==> config.mk <==
export PLATFORM = sky130hd
export DESIGN_NAME = ddu_step_ctrl_flat
export DESIGN_NICKNAME = d
export VERILOG_FILES = /design/src/rtl/ddu_step_ctrl_if.sv /design/src/rtl/ddu_step_ctrl.sv /design/src/flat_wrapper.sv
export SDC_FILE = /design/constraint.sdc
export NUM_CORES = 1
export LEC_CHECK = 0
export ABC_AREA = 0
export CORE_MARGIN = 5
export CORE_UTILIZATION = 28
export CTS_BUF_LIST = sky130_fd_sc_hd__clkbuf_8
export DETAILED_ROUTE_END_ITERATION = 6
export GPL_ROUTABILITY_DRIVEN = 0
export PLACE_DENSITY = 0.5
export SYNTH_ARGS = -nofsm -noshare
export SYNTH_HDL_FRONTEND = slang
export SYNTH_SLANG_ARGS = --single-unit
==> constraint.sdc <==
create_clock -name clk_500 -period 2.1 [get_ports clk_500]
set_input_delay 0.42 -clock clk_500 [delete_from_list [all_inputs] [get_ports clk_500]]
set_output_delay 0.42 -clock clk_500 [all_outputs]
set_load 0.05 [all_outputs]
==> src/rtl/ddu_step_ctrl_if.sv <==
// Debug-unit signal bundle between board I/O and ddu_step_ctrl.
// Latency: none (wires only).
// Backpressure: none; outputs are level signals sampled every clk_500 edge.
//
// Ports:
//   master: drives raw cont/step/mem/inc/dec and observes
//           cpu_en/view_addr/view_mem/step_cnt
//   slave : the step controller itself
interface ddu_step_ctrl_if #(
  parameter int ADDR_W = 8
);
  logic              cont;
  logic              step;
  logic              mem;
  logic              inc;
  logic              dec;
  logic              cpu_en;
  logic [ADDR_W-1:0] view_addr;
  logic              view_mem;
  logic [15:0]       step_cnt;

  modport master (
    output cont, step, mem, inc, dec,
    input  cpu_en, view_addr, view_mem, step_cnt
  );

  modport slave (
    input  cont, step, mem, inc, dec,
    output cpu_en, view_addr, view_mem, step_cnt
  );
endinterface

==> src/rtl/ddu_step_ctrl.sv <==
// Debug front end: syncs switches, debounces buttons, makes CPU run/step enable and view address.
// Latency: switch -> output 2 edges; button press -> pulse in the cycle after edge 2+DB_CYCLES.
// Backpressure: none; cpu_en is a free-running enable sampled by the CPU every edge.
//
// Ports:
//   clk_500  system clock, rising edge
//   rst      synchronous reset, active low
//   dbg      ddu_step_ctrl_if.slave: raw cont/step/mem/inc/dec in;
//            cpu_en, view_addr, view_mem, step_cnt out
// Optional feature: define DDU_STEP_COUNT_EN to build the 16-bit cpu_en cycle
// counter; otherwise step_cnt reads as zero and no counter flops exist.
module ddu_step_ctrl #(
  parameter int DB_CYCLES = 4,
  parameter int ADDR_W    = 8
) (
  input  logic            clk_500,
  input  logic            rst,
  ddu_step_ctrl_if.slave  dbg
);

  localparam int CW = $clog2(DB_CYCLES) + 1;
  localparam logic [CW-1:0]     CNT_LAST = CW'(DB_CYCLES - 1);
  localparam logic [CW-1:0]     CNT_ONE  = CW'(1);
  localparam logic [ADDR_W-1:0] ADDR_ONE = ADDR_W'(1);

  // Button lane indices inside the packed button vectors.
  localparam int B_STEP = 0;
  localparam int B_INC  = 1;
  localparam int B_DEC  = 2;

  logic              cont_s1, cont_s2;
  logic              mem_s1, mem_s2, mem_s3;
  logic [2:0]        btn_s1, btn_s2;
  logic [2:0]        btn_db, btn_db_q;
  logic [2:0]        btn_pulse;
  logic [CW-1:0]     btn_cnt [3];
  logic [ADDR_W-1:0] view_addr;
  logic              cpu_en;

  always_ff @(posedge clk_500) begin
    if (!rst) begin
      cont_s1   <= 1'b0;
      cont_s2   <= 1'b0;
      mem_s1    <= 1'b0;
      mem_s2    <= 1'b0;
      mem_s3    <= 1'b0;
      btn_s1    <= '0;
      btn_s2    <= '0;
      btn_db    <= '0;
      btn_db_q  <= '0;
      btn_pulse <= '0;
      view_addr <= '0;
      for (int i = 0; i < 3; i++) begin
        btn_cnt[i] <= '0;
      end
    end else begin
      cont_s1 <= dbg.cont;
      cont_s2 <= cont_s1;
      mem_s1  <= dbg.mem;
      mem_s2  <= mem_s1;
      mem_s3  <= mem_s2;
      btn_s1  <= {dbg.dec, dbg.inc, dbg.step};
      btn_s2  <= btn_s1;

      // A level is accepted only after DB_CYCLES consecutive disagreeing
      // samples; any agreeing sample restarts the count.
      for (int i = 0; i < 3; i++) begin
        if (btn_s2[i] == btn_db[i]) begin
          btn_cnt[i] <= '0;
        end else if (btn_cnt[i] == CNT_LAST) begin
          btn_db[i]  <= btn_s2[i];
          btn_cnt[i] <= '0;
        end else begin
          btn_cnt[i] <= btn_cnt[i] + CNT_ONE;
        end
      end

      // Rising-edge detect on the registered debounced level: the pulse
      // register sets one edge after db settles and self-clears next edge.
      btn_db_q  <= btn_db;
      btn_pulse <= btn_db & ~btn_db_q;

      // Switching between register and memory view restarts at address 0
      // and swallows any inc/dec landing on the same edge.
      if (mem_s2 != mem_s3) begin
        view_addr <= '0;
      end else if (btn_pulse[B_INC] && btn_pulse[B_DEC]) begin
        view_addr <= view_addr;
      end else if (btn_pulse[B_INC]) begin
        view_addr <= view_addr + ADDR_ONE;
      end else if (btn_pulse[B_DEC]) begin
        view_addr <= view_addr - ADDR_ONE;
      end
    end
  end

  // Running continuously already enables every cycle, so a step pulse
  // under cont adds nothing.
  assign cpu_en        = cont_s2 | btn_pulse[B_STEP];
  assign dbg.cpu_en    = cpu_en;
  assign dbg.view_addr = view_addr;
  assign dbg.view_mem  = mem_s2;

`ifdef DDU_STEP_COUNT_EN
  logic [15:0] step_cnt_q;

  always_ff @(posedge clk_500) begin
    if (!rst) begin
      step_cnt_q <= '0;
    end else if (cpu_en) begin
      step_cnt_q <= step_cnt_q + 16'd1;
    end
  end

  assign dbg.step_cnt = step_cnt_q;
`else
  assign dbg.step_cnt = 16'h0000;
`endif

endmodule

==> src/flat_wrapper.sv <==
// flat-port wrapper written by rule: the top's interface ports become plain ports
module ddu_step_ctrl_flat 
#(
  parameter int DB_CYCLES = 4,
  parameter int ADDR_W    = 8
)
  (clk_500, rst, dbg_cont, dbg_step, dbg_mem, dbg_inc, dbg_dec, dbg_cpu_en, dbg_view_addr, dbg_view_mem, dbg_step_cnt);
  ddu_step_ctrl_if #(.ADDR_W(ADDR_W)) dbg_i ();
  input  logic clk_500;
  input  logic rst;
  input wire logic [$bits(dbg_i.cont)-1:0] dbg_cont;
  input wire logic [$bits(dbg_i.step)-1:0] dbg_step;
  input wire logic [$bits(dbg_i.mem)-1:0] dbg_mem;
  input wire logic [$bits(dbg_i.inc)-1:0] dbg_inc;
  input wire logic [$bits(dbg_i.dec)-1:0] dbg_dec;
  output wire logic [$bits(dbg_i.cpu_en)-1:0] dbg_cpu_en;
  output wire logic [$bits(dbg_i.view_addr)-1:0] dbg_view_addr;
  output wire logic [$bits(dbg_i.view_mem)-1:0] dbg_view_mem;
  output wire logic [$bits(dbg_i.step_cnt)-1:0] dbg_step_cnt;
  assign dbg_i.cont = dbg_cont;
  assign dbg_i.step = dbg_step;
  assign dbg_i.mem = dbg_mem;
  assign dbg_i.inc = dbg_inc;
  assign dbg_i.dec = dbg_dec;
  assign dbg_cpu_en = dbg_i.cpu_en;
  assign dbg_view_addr = dbg_i.view_addr;
  assign dbg_view_mem = dbg_i.view_mem;
  assign dbg_step_cnt = dbg_i.step_cnt;
  ddu_step_ctrl #(.DB_CYCLES(DB_CYCLES), .ADDR_W(ADDR_W)) u_core (.clk_500(clk_500), .rst(rst), .dbg(dbg_i));
endmodule
==> flow_metrics.tcl <==
set metrics [dict create \
    wl_per_cell_um 9.78 \
    p_seq_frac 0.536 \
    die_area_um2 8100 \
    syn_area_um2 1790 \
    die_w_um 90.0 \
    synthCells 180 \
    dp_hpwl_um 2120 \
    synth_top_family_by_area "simple AND/OR/NAND/NOR gates" \
    via_per_inst 4.13 \
    startpoint_type "flop" \
    io_buffers 16 \
    yosysWarningCount 0 \
    synth_compound_area_frac 0.0789 \
    grt_first_pass_wirelength_um 5060 \
    synthAdderAreaFrac 0.0949 \
    final-max-slew-violation-count 0 \
    cpLargestDelayFamily "buffers and inverters" \
    firstDrtPassIters 4 \
    drc_errors 0 \
    fp.dieH_um 90.0 \
    relSlewSlack 0.667 \
    num_vias 1193 \
    synth_area_leader_cell "dfxtp_1" \
    finalHoldViolations 0 \
    regToRegStartpoint "u_core.btn_pulse[1]" \
    power.switching_mw 0.386 \
    final_antenna_net_count 0 \
    whs_endpoint "u_core.btn_pulse[1]" \
    routed_wl_um 2830 \
    hp-start "u_core.btn_db_q[1]" \
    critPathCaptureType "output port" \
    fin_crit_ps 2020 \
    syn2layout_area_growth_pct 18.6 \
    synth_common_cells "28 x dfxtp_1, 18 x nor2_1, 17 x and2_1, 16 x buf_4, 12 x ha_1" \
    p_comb_frac 0.104 \
    cts_root_buffer "clkbuf_8" \
    grt_max_degree 22 \
    cts_setup_buffers 0 \
    cts-resized-gates 0 \
    hp-class "reg2reg" \
    syn_avg_cell_area_um2 9.96 \
    path_cells "clkdlybuf4s50_1" \
    setup_viol 0 \
    cts_tree "built" \
    power_frac_clock 0.359 \
    slowest_stage "clkdlybuf4s50_1" \
    worst-r2r-setup-slack_ps 140 \
    synth_xor_area_frac 0.0384 \
    hold_depth 1 \
    yosysUniqueCellTypes 35 \
    insertion_delay_ps 290 \
    critPathMaxStageDelay_ps 850 \
    fp-row-count 29 \
    cts-buffers-inserted 5 \
    path_class "reg2out" \
    period_share 0.962 \
    r2r_cells 6 \
    p_per_area_nw_per_um2 663 \
    p_leak_nw 0.925 \
    track_usage 0.0750 \
    swShare 0.274 \
    ys_seq_elements 37 \
    status "complete, no violations" \
    synth_edf_count 9 \
    yosysTopAreaCellShare 0.313 \
    muxShareOfSynthArea 0.0167 \
    final_cell_count_no_fill 289 \
    cp_data_arrival_time_ps 1600 \
    synth.most_common_cell "dfxtp_1" \
    yosys.area_share.simple 0.214 \
    maxCapViolCount 0 \
    seq_area_frac_synth 0.463 \
    core-area_um2 6280 \
    cts_max_level 2 \
    clkTransAtPathRegs_ps 80 \
    setup-tns-final_ps 0 \
    async_flop_share 0 \
    insertedDiodeCount 0 \
    clockBufferDepth 2 \
    gr-total-overflow 0 \
    worst_pin_slew_ps 497 \
    ys.flop_type "dfxtp_1" \
    fin_worst_skew_ps 4.98 \
    synth_area_leaders "dfxtp_1 31%, edfxtp_1 15%, ha_1 8.4%" \
    final_nets 231 \
    cts_hold_buf 0 \
    io_pins 33 \
    crit_required_ps 1680 \
    drive_above_1_share 0.0755 \
    clock-sinks 37 \
    ir_drop_v 0.000389 \
    drtIter0Drc 28 \
    antenna_found_initial 0 \
    grt_pass1_vias 1173 \
    r2r-end "u_core.dbg.view_addr[7]" \
    rsz0062_at_grt "false" \
    cp_max_fo 6 \
    internal-power_mw 1.02 \
    start_util 0.286 \
    timing.fmax_mhz 495 \
    crit_buf_inv 1 \
    dp.cells 281 \
]
## cell usage in the layout (no fill, tap or decap), drive strengths merged, types with 4 or more instances in the layout
master,synthesis,routed
a21oi,6,6
edfxtp,9,9
xor2,5,5
inv,8,9
ha,12,12
nor2b,7,7
and2,17,17
clkbuf,3,5
nand2,7,7
buf,16,4
conb,2,25
dfxtp,28,28
nand3,4,4
clkdlybuf4s50,0,16
nor2,18,18
## power by group through the flow
stage | Combinational (mW) | Sequential (mW) | Clock (mW)
3_3_place_gp | 0.148 | 0.772 | 0
4_1_cts | 0.148 | 0.756 | 0.535
6_report | 0.147 | 0.755 | 0.506
3_5_place_dp | 0.148 | 0.773 | 0
5_1_grt | 0.162 | 0.758 | 0.556
2_1_floorplan | 0.134 | 0.778 | 0
## area by class of cell
| type | instances | area (µm²) |
|---|---|---|
| Sequential cell | 37 | 832 |
| Fill cell | 659 | 4150 |
| Clock inverter | 3 | 21.3 |
| Multi-Input combinational cell | 139 | 887 |
| Clock buffer | 5 | 68.8 |
| Timing Repair Buffer | 20 | 190 |
| Inverter | 8 | 30.0 |
| Tap cell | 77 | 96.3 |
## how the worst max path moves through the flow
stage | cells past startpoint | to | from | slack (ps)
5_1_grt | 1 | dbg_view_addr[0] | u_core.dbg.view_addr[0] | 40
3_5_place_dp | 6 | u_core.dbg.view_addr[7] | u_core.btn_pulse[1] | 150
6_report | 1 | dbg_view_addr[0] | u_core.dbg.view_addr[0] | 80
3_3_place_gp | 6 | u_core.dbg.view_addr[7] | u_core.btn_pulse[1] | 170
2_1_floorplan | 5 | u_core.dbg.view_addr[7] | u_core.dbg.view_addr[2] | 110
4_1_cts | 1 | dbg_view_addr[0] | u_core.dbg.view_addr[0] | 70
## per-stage QoR
stage	total power [mW]	area [µm²]	hold WS [ps]	worst slack [ps]	utilization
2_1_floorplan	0.912	1880	367	111	-
3_3_place_gp	0.920	2040	372	175	0.324
3_5_place_dp	0.920	2040	375	153	0.324
4_1_cts	1.44	2130	379	67.7	0.339
5_1_grt	1.48	2130	382	42.5	0.339
6_report	1.41	2130	379	79.7	0.339
## logic make-up (layout without fill, tap and decap cells)
kind of cell	Yosys count	count (layout)
AOI/OAI and AO/OA	21	21
xor gates and xnor gates	7	7
adders and majority gates	13	13
buffers and inverters	27	36
DFF	37	37
muxes	3	3
other	2	25
and+or+nand+nor	70	70
## state kept, by name (all words and copies together) (netlist names)
register / flops
u_core.btn_db: 3
u_core.btn_db_q: 3
u_core.dbg.view_addr: 8
u_core.btn_cnt: 9
u_core.cont_s1: 1
u_core.btn_pulse: 3
u_core.mem_s1: 1
u_core.mem_s3: 1
u_core.cont_s2: 1
u_core.btn_s2: 3
u_core.btn_s1: 3
u_core.dbg.view_mem: 1
## per-layer routing
metal	routed length, µm	up-vias	track usage
met2	1280	29	0.114
li1	-	627	-
met5	0	-	0
met3	183	4	0.0284
met4	25	0	0.0385
met1	1340	533	0.0920
(Power assumes the default switching activity.)
